`config.mk`:
```
export PLATFORM = sky130hd
export DESIGN_NAME = escalonador_display
export DESIGN_NICKNAME = d
export VERILOG_FILES = /design/src/rtl/escalonador_display_pkg.sv /design/src/rtl/escalonador_display_rom.sv /design/src/rtl/escalonador_display.sv
export SDC_FILE = /design/constraint.sdc
export NUM_CORES = 1
export LEC_CHECK = 0
export ABC_CLOCK_PERIOD_IN_PS = 2500
export CORE_AREA = 2 2 92 85
export CTS_CLUSTER_SIZE = 12
export DETAILED_ROUTE_END_ITERATION = 7
export DIE_AREA = 0 0 94 87
export GPL_ROUTABILITY_DRIVEN = 1
export PLACE_DENSITY = 0.65
export SLEW_MARGIN = 5
export SYNTH_ARGS = -nofsm -noshare
export SYNTH_HDL_FRONTEND = slang
export SYNTH_SLANG_ARGS = --single-unit
```
`constraint.sdc`:
```
create_clock -name clk -period 2.5 [get_ports clk]
set_clock_uncertainty 0.05 [all_clocks]
set_input_delay 0.5 -clock clk [delete_from_list [all_inputs] [get_ports clk]]
set_output_delay 0.5 -clock clk [all_outputs]
set_load 0.01 [all_outputs]
```
`src/rtl/escalonador_display_pkg.sv`:
```
// Shared types and constants for the OLED display link sequencer.
package escalonador_display_pkg;

    // Sequencer states, in the order they are normally visited.
    typedef enum logic [2:0] {
        ST_RST_LOW,
        ST_RST_WAIT,
        ST_INIT,
        ST_IDLE,
        ST_ADDR,
        ST_FETCH,
        ST_SEND
    } estado_t;

    // Frame source selector.
    typedef enum logic {
        SRC_IMG = 1'b0,
        SRC_BAR = 1'b1
    } fonte_t;

    // SSD1306 addressing commands and window limits.
    localparam logic [7:0] CMD_COL_ADDR  = 8'h21;
    localparam logic [7:0] CMD_PAGE_ADDR = 8'h22;
    localparam logic [7:0] COL_INI       = 8'h00;
    localparam logic [7:0] COL_FIM       = 8'h7F;
    localparam logic [7:0] PAG_IMG_INI   = 8'h00;
    localparam logic [7:0] PAG_IMG_FIM   = 8'h06;
    localparam logic [7:0] PAG_BAR       = 8'h07;
    localparam int unsigned N_ADDR       = 6;

    // Init command ROM, padded to a power of two so any address is in range.
    localparam int unsigned ROM_PROF = 32;
    localparam int unsigned ROM_AW   = 5;
    localparam logic [7:0] INIT_ROM [ROM_PROF] = '{
        8'hAE, 8'hD5, 8'h80, 8'hA8, 8'h3F, 8'hD3, 8'h00, 8'h40,
        8'h8D, 8'h14, 8'h20, 8'h00, 8'hA1, 8'hC8, 8'hDA, 8'h12,
        8'h81, 8'hCF, 8'hD9, 8'hF1, 8'hDB, 8'h40, 8'hA4, 8'hA6,
        8'hAF, 8'h00, 8'h00, 8'h00, 8'h00, 8'h00, 8'h00, 8'h00
    };

    // Column/page window command sequence for the selected source.
    function automatic logic [7:0] addr_byte(input fonte_t src, input logic [2:0] idx);
        logic [7:0] b;
        case (idx)
            3'd0:    b = CMD_COL_ADDR;
            3'd1:    b = COL_INI;
            3'd2:    b = COL_FIM;
            3'd3:    b = CMD_PAGE_ADDR;
            3'd4:    b = (src == SRC_IMG) ? PAG_IMG_INI : PAG_BAR;
            3'd5:    b = (src == SRC_IMG) ? PAG_IMG_FIM : PAG_BAR;
            default: b = '0;
        endcase
        return b;
    endfunction

endpackage

```
`src/rtl/escalonador_display_rom.sv`:
```
// Synchronous init command ROM for the SSD1306 panel, 1-cycle read latency.
module rom_init_ssd1306
    import escalonador_display_pkg::*;
#(
    parameter int unsigned N_INIT = 25
) (
    input  logic              clk,
    input  logic [ROM_AW-1:0] addr,
    output logic [7:0]        data
);

    localparam logic [ROM_AW-1:0] LIMITE = ROM_AW'(N_INIT);

    // Registered read; addresses beyond the list return zero.
    always_ff @(posedge clk) begin
        data <= (addr < LIMITE) ? INIT_ROM[addr] : '0;
    end

endmodule

```
`src/rtl/escalonador_display.sv`:
```
// OLED link sequencer: panel reset, init stream, then round-robin redraws
// of the image area and attribute bar towards the byte serializer.
module escalonador_display
    import escalonador_display_pkg::*;
#(
    parameter int unsigned RST_CICLOS = 1000,
    parameter int unsigned N_INIT     = 25,
    parameter int unsigned BYTES_IMG  = 896,
    parameter int unsigned BYTES_BAR  = 128
) (
    input  logic       clk,
    input  logic       rst_n,
    input  logic       req_img,
    input  logic       req_bar,
    input  logic [7:0] img_byte,
    input  logic [7:0] bar_byte,
    output logic [9:0] byte_counter,
    output logic [7:0] tx_data,
    output logic       tx_dc,
    output logic       tx_valid,
    input  logic       tx_ready,
    output logic       io_reset,
    output logic       busy,
    output logic       gnt_img,
    output logic       gnt_bar,
    output logic       frame_done
);

    localparam int unsigned CW = $clog2(RST_CICLOS + 1);
    localparam logic [CW-1:0]     CICLOS_FIM = CW'(RST_CICLOS - 1);
    localparam logic [ROM_AW-1:0] INIT_FIM   = ROM_AW'(N_INIT - 1);
    localparam logic [2:0]        ADDR_FIM   = 3'(N_ADDR - 1);
    localparam logic [9:0]        ULT_IMG    = 10'(BYTES_IMG - 1);
    localparam logic [9:0]        ULT_BAR    = 10'(BYTES_BAR - 1);

    estado_t           estado, prox;
    logic [CW-1:0]     ciclos;
    logic              fim_ciclos;
    logic [ROM_AW-1:0] init_idx;
    logic              init_pronto;
    logic [7:0]        rom_data;
    logic [2:0]        addr_idx;
    logic [9:0]        contador;
    logic              pend_img, pend_bar;
    fonte_t            ultimo, fonte;
    logic              conceder_img, conceder_bar;
    logic              ultimo_byte;
    logic              aceito;
    logic              em_quadro;

    rom_init_ssd1306 #(
        .N_INIT(N_INIT)
    ) u_rom (
        .clk  (clk),
        .addr (init_idx),
        .data (rom_data)
    );

    assign fim_ciclos   = (ciclos == CICLOS_FIM);
    assign ultimo_byte  = (fonte == SRC_IMG) ? (contador == ULT_IMG) : (contador == ULT_BAR);
    assign aceito       = tx_valid && tx_ready;
    assign em_quadro    = (estado == ST_ADDR) || (estado == ST_FETCH) || (estado == ST_SEND);
    assign busy         = (estado != ST_IDLE);
    assign gnt_img      = em_quadro && (fonte == SRC_IMG);
    assign gnt_bar      = em_quadro && (fonte == SRC_BAR);
    assign byte_counter = contador;

    // State register.
    always_ff @(posedge clk or negedge rst_n) begin
        if (!rst_n) estado <= ST_RST_LOW;
        else        estado <= prox;
    end

    // Next-state decode, grant arbitration and link outputs.
    always_comb begin
        prox         = estado;
        tx_valid     = 1'b0;
        tx_data      = '0;
        tx_dc        = 1'b0;
        io_reset     = 1'b1;
        conceder_img = 1'b0;
        conceder_bar = 1'b0;
        case (estado)
            ST_RST_LOW: begin
                io_reset = 1'b0;
                if (fim_ciclos) prox = ST_RST_WAIT;
            end
            ST_RST_WAIT: begin
                if (fim_ciclos) prox = ST_INIT;
            end
            ST_INIT: begin
                tx_valid = init_pronto;
                tx_data  = init_pronto ? rom_data : '0;
                if (init_pronto && tx_ready && (init_idx == INIT_FIM)) prox = ST_IDLE;
            end
            ST_IDLE: begin
                if (pend_img && pend_bar) begin
                    if (ultimo == SRC_IMG) conceder_bar = 1'b1;
                    else                   conceder_img = 1'b1;
                end else if (pend_img) begin
                    conceder_img = 1'b1;
                end else if (pend_bar) begin
                    conceder_bar = 1'b1;
                end
                if (pend_img || pend_bar) prox = ST_ADDR;
            end
            ST_ADDR: begin
                tx_valid = 1'b1;
                tx_data  = addr_byte(fonte, addr_idx);
                if (tx_ready && (addr_idx == ADDR_FIM)) prox = ST_FETCH;
            end
            ST_FETCH: begin
                prox = ST_SEND;
            end
            ST_SEND: begin
                tx_valid = 1'b1;
                tx_dc    = 1'b1;
                tx_data  = (fonte == SRC_IMG) ? img_byte : bar_byte;
                if (tx_ready) prox = ultimo_byte ? ST_IDLE : ST_FETCH;
            end
            default: prox = ST_RST_LOW;
        endcase
    end

    // Datapath: reset timer, ROM index, pending requests, byte counters.
    always_ff @(posedge clk or negedge rst_n) begin
        if (!rst_n) begin
            ciclos      <= '0;
            init_idx    <= '0;
            init_pronto <= 1'b1;
            addr_idx    <= '0;
            contador    <= '0;
            pend_img    <= 1'b1;
            pend_bar    <= 1'b0;
            ultimo      <= SRC_BAR;
            fonte       <= SRC_IMG;
            frame_done  <= 1'b0;
        end else begin
            frame_done <= 1'b0;
            pend_img   <= (pend_img && !conceder_img) || req_img;
            pend_bar   <= (pend_bar && !conceder_bar) || req_bar;

            if ((estado == ST_RST_LOW) || (estado == ST_RST_WAIT))
                ciclos <= fim_ciclos ? '0 : ciclos + 1'b1;
            else
                ciclos <= '0;

            // init_idx sits at 0 through reset, so rom[0] is already on the
            // ROM output on entry to INIT; later bytes need one fetch cycle.
            if (estado == ST_INIT) begin
                if (aceito) begin
                    init_idx    <= init_idx + 1'b1;
                    init_pronto <= 1'b0;
                end else begin
                    init_pronto <= 1'b1;
                end
            end

            if (conceder_img || conceder_bar) begin
                fonte    <= conceder_img ? SRC_IMG : SRC_BAR;
                ultimo   <= conceder_img ? SRC_IMG : SRC_BAR;
                addr_idx <= '0;
                contador <= '0;
            end

            if ((estado == ST_ADDR) && aceito)
                addr_idx <= addr_idx + 1'b1;

            if ((estado == ST_SEND) && aceito) begin
                if (ultimo_byte) begin
                    contador   <= '0;
                    frame_done <= 1'b1;
                end else begin
                    contador <= contador + 1'b1;
                end
            end
        end
    end

endmodule

```
==> flow_metrics.py <==
metrics = {
    "grt": {
        "grtUsageMet3": 0.0355,
        "overflow": 0,
        "busiest_layer": "met2",
        "grt_pass1_vias": 2282,
        "grtUsageMet2": 0.257,
        "antenna_found_initial": 0,
        "grt_pass1_wl_um": 10800,
        "grt_max_degree": 38,
        "grtUsageMet1": 0.234,
        "grt_usage": 0.165,
    },
    "setup_path": {
        "worstPathRequired_ps": 1950,
        "cpMostUsedCell": "ha_1",
        "cp.arrival_ps": 1880,
        "crit_slowest_cell": "dfrtp_1",
        "crit_type": "reg2out",
        "critPathCaptureType": "output pin",
        "cp_slowest_stage_delay_ps": 420,
        "cp_max_fo": 4,
        "critPathBufInv": 1,
        "crit_path_start_kind": "flop",
        "worstPathCellList": "ha_1 -> ha_1 -> a211o_1 -> o21ai_2 -> o221ai_1 -> buf_2",
        "crit_family": "compound AO/OA/AOI/OAI gates",
    },
    "layout": {
        "antenna_cells": 0,
        "final_core_util": 0.476,
        "nFillCells": 721,
        "layout-drive-gt1-share": 0.115,
        "fin_nets": 407,
        "stdcell_area_um2": 3490,
        "areaGrowthSynthToFinish_pct": 24.7,
    },
    "logic_synthesis": {
        "synth_area_leader_cell": "dfrtp_1",
        "synth_compound_area_frac": 0.220,
        "synth_warnings": 0,
        "synthArstFlopShare": 0.822,
        "syn_nets": 357,
        "syn_avg_cell_area_um2": 8.65,
        "seq_area_frac_synth": 0.390,
        "yosys.area.top_type_share": 0.304,
        "synth_edf_count": 0,
        "synth_area_leaders": "dfrtp_1, ha_1, dfxtp_1, nand2_1, nor2_1",
        "yosysUniqueCellTypes": 59,
        "synthFlopType": "dfrtp_1",
        "synthCells": 323,
        "yosys-mux-area-fraction": 0.0286,
        "synth-xor-area-share": 0.0313,
        "synth_seq_cells": 45,
        "synth_top_family_by_area": "simple AND/OR/NAND/NOR gates",
        "post_synth_fa_ha_maj_area_fraction": 0.0582,
        "synth-simple-area-share": 0.226,
        "synth.cell_area_um2": 2800,
    },
    "routing": {
        "drt_iter0_drc": 100,
        "drc_errors": 0,
        "via_count": 2479,
        "wirelength_um": 6440,
        "routed_via_density": 5.27,
        "drtPass1Iterations": 4,
        "ant_nets": 0,
        "wire_per_inst_um": 13.7,
    },
    "placed_design": {
        "dp_hpwl_um": 4650,
        "place_area_um2": 3380,
        "post-place-ws_ps": 0.527,
        "io_buffers": 45,
        "gp_congestion": 0.820,
    },
    "sta": {
        "period_minus_slack_ps": 2430,
        "tightest_slew_ps": 854,
        "setup_viol": 0,
        "slew_headroom": 0.431,
        "tns_ps": 0,
        "post-route-worst-setup-slack_ps": 72.0,
        "rsz0062_at_grt": "false",
        "fin_crit_sh": 0.971,
        "maxSlewViolCount": 0,
        "clock.fmax_ghz": 0.412,
        "final_hold_viol_count": 0,
    },
    "clocking": {
        "cts.clk_slew.worst_paths_ps": 100,
        "cts-root-buf": "clkbuf_8",
        "numCtsBuffers": 5,
        "cts_tree": "done",
        "cts_hold_buffers": 0,
        "clkLatencyLatePin_ps": 300,
        "htree_levels": 2,
        "cts.sinks": 45,
        "clk_path_buf_depth": 2,
    },
    "outcome": {
        "status": "finished clean",
    },
    "power": {
        "finalPower_mw": 1.27,
        "power.density_nw_per_um2": 364,
        "power_leakage_nw": 1.39,
        "ir_drop_uv": 199,
    },
    "floorplanning": {
        "die_y_um": 87,
        "row_count": 30,
        "initial_core_util": 0.382,
        "core-area_um2": 7320,
        "dieArea_um2": 8180,
        "io_pins": 46,
        "dieWidth_um": 94,
    },
    "hold_path": {
        "hold_path.class": "in2async",
    },
    "flow_run": {
        "maxCapViolations": 0,
    },
}
-- metal layers --
layer  part of all wire  wire length, um
met1               0.51             3260
met2               0.46             2940
met3              0.028              180
met4             0.0089               57
met5                  0                0
-- cells in the mapped netlist, drive strengths merged, types with 4 or more instances --
master  count
nand2      38
dfrtp      34
nor2       29
o21ai      22
a21oi      16
clkbuf     13
ha         13
inv        13
nand3      12
dfxtp       8
mux2i       8
nor3        8
xnor2       8
nor2b       7
o211ai      6
a31oi       5
buf         5
nand2b      5
or3         5
a22o        4
nor4        4
-- cell families (layout without fill, tap and decap cells) --
kind of cell / after synthesis / count (layout)
simple gates: 127 / 127
compound gates: 89 / 89
flops: 45 / 45
buf+inv: 31 / 82
fa+ha+maj: 13 / 13
xor+xnor: 10 / 10
mux: 8 / 8
-- path summary, 6_finish.rpt --
kind	startpoint	end	slack (ps)	cells after the start
setup / recovery	addr_idx[0]	tx_data[0]	70	6
hold / removal	rst_n	ciclos[1]	250	1
setup reg to reg	fonte	byte_counter[3]	400	5
hold reg to reg	ciclos[0]	ciclos[0]	450	1
max in group asynchronous	rst_n	byte_counter[3]	1610	1
min in group clk	ciclos[0]	ciclos[0]	450	1
-- sequential cells by signal (all words and copies together), names as in the netlist --
name and count:
estado 3, init_idx 5, byte_counter 10, ultimo 1, u_rom.data 8, frame_done 1
pend_img 1, pend_bar 1, fonte 1, ciclos 10, init_pronto 1, addr_idx 3
-- placed cells by master (no fill, tap or decap), types with 5 or more instances in the layout --
| master | instances |
|---|---|
| or3_1 | 5 |
| inv_1 | 10 |
| nor2b_1 | 6 |
| nand2_1 | 38 |
| o211ai_1 | 6 |
| nor2_1 | 29 |
| xnor2_1 | 8 |
| buf_4 | 16 |
| clkdlybuf4s50_1 | 35 |
| a21oi_1 | 16 |
| nand3_1 | 12 |
| mux2i_1 | 8 |
| nand2b_1 | 5 |
| dfxtp_1 | 8 |
| a31oi_1 | 5 |
| dfrtp_1 | 34 |
| nor3_1 | 7 |
| clkbuf_8 | 6 |
| ha_1 | 13 |
| o21ai_0 | 6 |
| o21ai_1 | 15 |
-- area by class of cell --
| type | count | area (um2) | share of cell area |
|---|---|---|---|
| clock buffer | 6 | 82.6 | 0.0237 |
| multi-input combinational | 247 | 1600 | 0.459 |
| inverter | 13 | 48.8 | 0.0140 |
| sequential | 45 | 1090 | 0.313 |
| tap | 96 | 120 | 0.0345 |
| clock inverter | 2 | 17.5 | 0.00503 |
| timing repair buffer | 61 | 528 | 0.151 |
-- what timing repair did --
action,in CTS,in global routing
gates resized for setup,21,9
pin swaps,1,1
buffers inserted,2,1
setup endpoints to repair,9,6
-- power by group --
| group | leakage [nW] | internal [mW] | switching, mW |
|---|---|---|---|
| clock network | 0.0518 | 0.230 | 0.263 |
| registers | 0.546 | 0.725 | 0.000000000000000109 |
| logic | 0.788 | 0.0297 | 0.0197 |
-- through the flow --
stage	instances	hold WS (ps)
floorplan	323	154
finish	470	249
global placement	459	417
CTS	469	278
global route	470	297
detailed placement	459	445
(Power assumes the default switching activity.)
